==> src/rtl/main_fsm_if.sv <==
// Control-sequencer bus: instruction fields in, per-cycle datapath controls out.
interface main_fsm_if;
  logic [1:0] Op;
  logic [5:0] Funct;
  logic       IRWrite;
  logic       AdrSrc;
  logic [1:0] ALUSrcA;
  logic [1:0] ALUSrcB;
  logic [1:0] ResultSrc;
  logic       NextPC;
  logic       RegW;
  logic       MemW;
  logic       Branch;
  logic       ALUOp;
  logic       Illegal;

  // Sequencer side: reads the instruction fields, drives the controls.
  modport master (
    input  Op, Funct,
    output IRWrite, AdrSrc, ALUSrcA, ALUSrcB, ResultSrc,
           NextPC, RegW, MemW, Branch, ALUOp, Illegal
  );

  // Datapath/decoder side: supplies the instruction fields, consumes the controls.
  modport slave (
    output Op, Funct,
    input  IRWrite, AdrSrc, ALUSrcA, ALUSrcB, ResultSrc,
           NextPC, RegW, MemW, Branch, ALUOp, Illegal
  );
endinterface

==> src/rtl/main_fsm.sv <==
// Multicycle Moore control sequencer for the ARM-subset CPU. Fetch, decode,
// execute, memory and writeback share one memory and one ALU across cycles;
// every control output is a pure function of the current state.
module main_fsm (
  input  logic        clk,
  input  logic        reset,
  main_fsm_if.master  bus
);

  typedef enum logic [3:0] {
    S_FETCH    = 4'd0,
    S_DECODE   = 4'd1,
    S_EXECUTER = 4'd2,
    S_EXECUTEI = 4'd3,
    S_ALUWB    = 4'd4,
    S_MEMADR   = 4'd5,
    S_MEMRD    = 4'd6,
    S_MEMWB    = 4'd7,
    S_MEMWR    = 4'd8,
    S_BRANCH   = 4'd9,
    S_ILLEGAL  = 4'd10
  } state_e;

  state_e state_q, state_d;

  // State register; reset forces FETCH immediately, without a clock edge.
  always_ff @(posedge clk or posedge reset) begin
    if (reset) state_q <= S_FETCH;
    else       state_q <= state_d;
  end

  // Next-state logic; Op/Funct only matter in DECODE and MEMADR.
  always_comb begin
    state_d = S_FETCH;
    case (state_q)
      S_FETCH:  state_d = S_DECODE;
      S_DECODE: begin
        case (bus.Op)
          2'b00:   state_d = bus.Funct[5] ? S_EXECUTEI : S_EXECUTER;
          2'b01:   state_d = S_MEMADR;
          2'b10:   state_d = S_BRANCH;
          default: state_d = S_ILLEGAL;
        endcase
      end
      S_EXECUTER: state_d = S_ALUWB;
      S_EXECUTEI: state_d = S_ALUWB;
      S_ALUWB:    state_d = S_FETCH;
      S_MEMADR:   state_d = bus.Funct[0] ? S_MEMRD : S_MEMWR;
      S_MEMRD:    state_d = S_MEMWB;
      S_MEMWB:    state_d = S_FETCH;
      S_MEMWR:    state_d = S_FETCH;
      S_BRANCH:   state_d = S_FETCH;
      S_ILLEGAL:  state_d = S_FETCH;
      // Unused encodings recover to FETCH.
      default:    state_d = S_FETCH;
    endcase
  end

  // Moore output decode; anything not set for a state (and all of an unused encoding) is 0.
  always_comb begin
    bus.IRWrite   = 1'b0;
    bus.AdrSrc    = 1'b0;
    bus.ALUSrcA   = 2'b00;
    bus.ALUSrcB   = 2'b00;
    bus.ResultSrc = 2'b00;
    bus.NextPC    = 1'b0;
    bus.RegW      = 1'b0;
    bus.MemW      = 1'b0;
    bus.Branch    = 1'b0;
    bus.ALUOp     = 1'b0;
    bus.Illegal   = 1'b0;
    case (state_q)
      S_FETCH: begin
        bus.IRWrite   = 1'b1;
        bus.ALUSrcA   = 2'b01;
        bus.ALUSrcB   = 2'b10;
        bus.ResultSrc = 2'b10;
        bus.NextPC    = 1'b1;
      end
      S_DECODE: begin
        // PC+8 is computed here so branches can use it as the base.
        bus.ALUSrcA   = 2'b01;
        bus.ALUSrcB   = 2'b10;
        bus.ResultSrc = 2'b10;
      end
      S_EXECUTER: begin
        bus.ALUOp     = 1'b1;
      end
      S_EXECUTEI: begin
        bus.ALUSrcB   = 2'b01;
        bus.ALUOp     = 1'b1;
      end
      S_ALUWB: begin
        bus.RegW      = 1'b1;
      end
      S_MEMADR: begin
        bus.ALUSrcB   = 2'b01;
      end
      S_MEMRD: begin
        bus.AdrSrc    = 1'b1;
      end
      S_MEMWB: begin
        bus.ResultSrc = 2'b01;
        bus.RegW      = 1'b1;
      end
      S_MEMWR: begin
        bus.AdrSrc    = 1'b1;
        bus.MemW      = 1'b1;
      end
      S_BRANCH: begin
        bus.ALUSrcB   = 2'b01;
        bus.ResultSrc = 2'b10;
        bus.Branch    = 1'b1;
      end
      S_ILLEGAL: begin
        // Instruction is dropped; the PC already advanced in FETCH.
        bus.Illegal   = 1'b1;
      end
      default: ;
    endcase
  end

endmodule

==> src/flat_wrapper.sv <==
// flat-port wrapper written by rule: the top's interface ports become plain ports
module main_fsm_flat 
  (clk, reset, bus_Op, bus_Funct, bus_IRWrite, bus_AdrSrc, bus_ALUSrcA, bus_ALUSrcB, bus_ResultSrc, bus_NextPC, bus_RegW, bus_MemW, bus_Branch, bus_ALUOp, bus_Illegal);
  main_fsm_if bus_i ();
  input  logic clk;
  input  logic reset;
  input wire logic [$bits(bus_i.Op)-1:0] bus_Op;
  input wire logic [$bits(bus_i.Funct)-1:0] bus_Funct;
  output wire logic [$bits(bus_i.IRWrite)-1:0] bus_IRWrite;
  output wire logic [$bits(bus_i.AdrSrc)-1:0] bus_AdrSrc;
  output wire logic [$bits(bus_i.ALUSrcA)-1:0] bus_ALUSrcA;
  output wire logic [$bits(bus_i.ALUSrcB)-1:0] bus_ALUSrcB;
  output wire logic [$bits(bus_i.ResultSrc)-1:0] bus_ResultSrc;
  output wire logic [$bits(bus_i.NextPC)-1:0] bus_NextPC;
  output wire logic [$bits(bus_i.RegW)-1:0] bus_RegW;
  output wire logic [$bits(bus_i.MemW)-1:0] bus_MemW;
  output wire logic [$bits(bus_i.Branch)-1:0] bus_Branch;
  output wire logic [$bits(bus_i.ALUOp)-1:0] bus_ALUOp;
  output wire logic [$bits(bus_i.Illegal)-1:0] bus_Illegal;
  assign bus_i.Op = bus_Op;
  assign bus_i.Funct = bus_Funct;
  assign bus_IRWrite = bus_i.IRWrite;
  assign bus_AdrSrc = bus_i.AdrSrc;
  assign bus_ALUSrcA = bus_i.ALUSrcA;
  assign bus_ALUSrcB = bus_i.ALUSrcB;
  assign bus_ResultSrc = bus_i.ResultSrc;
  assign bus_NextPC = bus_i.NextPC;
  assign bus_RegW = bus_i.RegW;
  assign bus_MemW = bus_i.MemW;
  assign bus_Branch = bus_i.Branch;
  assign bus_ALUOp = bus_i.ALUOp;
  assign bus_Illegal = bus_i.Illegal;
  main_fsm u_core (.clk(clk), .reset(reset), .bus(bus_i));
endmodule
==> config.mk <==
export PLATFORM = sky130hd
export DESIGN_NAME = main_fsm_flat
export DESIGN_NICKNAME = d
export VERILOG_FILES = /design/src/rtl/main_fsm_if.sv /design/src/rtl/main_fsm.sv /design/src/flat_wrapper.sv
export SDC_FILE = /design/constraint.sdc
export NUM_CORES = 1
export LEC_CHECK = 0
export BUFFER_PORTS_ARGS = -buffer_cell sky130_fd_sc_hd__buf_2
export CORE_AREA = 2 2 39 41
export DETAILED_ROUTE_END_ITERATION = 12
export DIE_AREA = 0 0 41 43
export GPL_TIMING_DRIVEN = 0
export HOLD_SLACK_MARGIN = 0.06
export MAX_ROUTING_LAYER = met4
export SLEW_MARGIN = 20
export SYNTH_ARGS = -nofsm -noshare
export SYNTH_HDL_FRONTEND = slang
export SYNTH_SLANG_ARGS = --single-unit
==> constraint.sdc <==
create_clock -name clk -period 3.5 [get_ports clk]
set_input_delay 0.175 -clock clk [delete_from_list [all_inputs] [get_ports clk]]
set_output_delay 0.175 -clock clk [all_outputs]
set_load 0.05 [all_outputs]
==> impl_metrics.yaml <==
sta:
  grt_setup_unrepaired: "false"
  min_period_ns: 1.876
  hold_violations: 0
  fin_crit_sh: 0.5359
  fin_skew_ns: 0.002685
  fmax_ghz: 0.5332
  final.setup.tns_ns: 0
  drv_slew: 0
  setup_viol: 0
min_path:
  hold_class: "in2reg"
global_routing:
  met3_usage: 0.06283
  antenna_found_initial: 0
  grt-busiest-layer: "met2"
  grt_pass1_vias: 350
  grt_first_pass_wirelength_um: 1428
  grt_max_degree: 11
  grt-ovfl-total: 0
  grt_use_total: 0.1210
  gr-usage-met1: 0.1569
  met2_usage: 0.1688
floorplan:
  start_util: 0.3228
  coreArea_sq_um: 1384
  die_y_um: 43
  ios: 24
  rows: 14
  fp.dieW_um: 41
  die-area_sq_um: 1763
cts:
  postCtsSetupBuffers: 0
  cts.path.max_buffers: 2
  numCtsBuffers: 3
  cts.clk_slew.worst_paths_ns: 0.04
  cts_tree: "yes"
  worstSkewPairLatency_ns: 0.23
  cts_sinks: 4
  ctsHtreeMaxLevel: 1
  cts_root_buffer: "clkbuf_4"
placement:
  dpl.hpwl_um: 703.9
  placed_cells: 92
  portBuffers: 18
  gp_congestion: 0.8031
  placed_area_sq_um: 556.8
worst_setup_path:
  critPathMaxFanout: 10
  crit_family: "buffers and inverters"
  critical_path.endpoint_type: "primary output"
  crit_type: "reg2out"
  cp-start-kind: "register"
  slowest_stage: "dfrtp_1"
  crit_buf_inv: 4
  arrival_ns: 1.70
  crit_path_frequent_cell: "buf_2"
  cp_slowest_stage_delay_ns: 0.34
  cp_cell_sequence: "buf_2 > clkbuf_1 > nor4_1 > buf_4 > buf_2"
  cp.required_ns: 3.32
yosys:
  syn_area_sq_um: 446.7
  ys_seq_elements: 4
  ys_types: 27
  syn_nets: 72
  avgSynthCellArea_sq_um: 7.701
  synthCells: 58
  ys_seq_area_frac: 0.2241
  yosys_warnings: 0
routing:
  drt-total-wl_um: 950
  drtIter0Drc: 1
  drtAntennaViolNets: 0
  dr.pass1.iters: 2
  drc: 0
  route.detailed.wl_per_inst_um: 9.896
  via_per_inst: 4.583
  vias: 440
finish:
  largest_register: "u_core.state_q"
  layout-drive-gt1-share: 0.3625
  antenna_cells: 0
  area_growth_pct: 31.93
  stdcell_count: 96
  design_area_sq_um: 589.3
  reg.largest.list: "u_core.state_q: 4 flops"
  layout_commonest_cell: "buf_2"
  fin_nets: 96
  largest_reg_flops: 4
run:
  drv_cap: 0
run_status:
  status: "completed"
==> worst register-to-register path: stages, from the launching register on <==
cell and delay [ns]:
dfrtp_1 0.30, buf_2 0.19, nor2b_1 0.31, o21ai_0 0.14, a21oi_1 0.19
==> synthesized netlist by cell type <==
master,number,share of area
buf_4,2,0.034
buf_6,1,0.025
nor3_1,3,0.034
dfrtp_1,4,0.22
or4_1,1,0.017
nor4bb_1,1,0.022
nor4b_1,3,0.059
nand2b_1,1,0.014
nor4_1,1,0.014
and2_1,1,0.014
ha_1,4,0.11
o32ai_1,1,0.020
nor2b_1,2,0.028
nand2_1,4,0.034
nor2_1,4,0.034
buf_2,5,0.056
a21oi_1,3,0.034
clkbuf_1,1,0.0084
conb_1,1,0.0084
or3b_1,1,0.020
and3b_1,1,0.020
nand3b_1,2,0.034
o21ai_0,3,0.034
a211oi_1,1,0.017
xor2_1,2,0.039
a31oi_1,1,0.014
inv_1,4,0.034
==> repair_timing <==
item                                   in CTS  in global routing
setup endpoints to repair                   0                  0
gates resized for setup                     0                  0
hold buffers                                1                  0
endpoints found under the hold margin       4                  0
==> metrics by stage <==
| stage | utilization | setup slack, ns | hold slack (ns) |
|---|---|---|---|
| 2_1_floorplan | - | 0.6528 | -0.05892 |
| 3_3_place_gp | 0.4024 | 1.879 | 0.05839 |
| 3_5_place_dp | 0.4024 | 1.876 | 0.05658 |
| 4_1_cts | 0.4259 | 1.621 | 0.2281 |
| 5_1_grt | 0.4259 | 1.465 | 0.2414 |
| 6_report | 0.4259 | 1.624 | 0.2334 |
==> cell families (layout without fill, tap and decap cells) <==
group | after synthesis | in the layout | synth area share
other cells | 1 | 1 | 0.008395
fa+ha+maj | 4 | 4 | 0.1120
simple gates | 25 | 25 | 0.3417
flops | 4 | 4 | 0.2241
xor+xnor | 2 | 2 | 0.03922
buf+inv | 13 | 35 | 0.1568
compound gates | 9 | 9 | 0.1176
==> layer usage <==
metal	routed length, um	part of all wire
met1	480	0.51
met2	421	0.44
met3	49	0.052
met4	0	0
met5	0	0
==> final timing paths <==
check	depth (start not counted)	slack (ns)	startpoint	endpoint
worst max-delay path	5	1.62	u_core.state_q[3]$_DFF_PP0_	bus_NextPC
worst min-delay path	3	0.23	bus_Funct[5]	u_core.state_q[0]$_DFF_PP0_
worst max register to register	4	2.27	u_core.state_q[0]$_DFF_PP0_	u_core.state_q[1]$_DFF_PP0_
worst min register to register	2	0.57	u_core.state_q[2]$_DFF_PP0_	u_core.state_q[0]$_DFF_PP0_
max in group asynchronous	3	2.98	reset	u_core.state_q[3]$_DFF_PP0_
min in group asynchronous	3	0.37	reset	u_core.state_q[0]$_DFF_PP0_
==> final cells by class <==
class                   instances  area, sq um
fillers                       154        794.5
inverters                       4        15.01
well taps                      16        20.02
multi-input cells              41        276.5
flip-flops and latches          4        100.1
clock buffers                   3        22.52
plain buffers                   9        55.05
repair buffers                 19        100.1
Power is not shown: default switching activity piles up to over one toggle a cycle in this logic, so the estimate is an artifact.
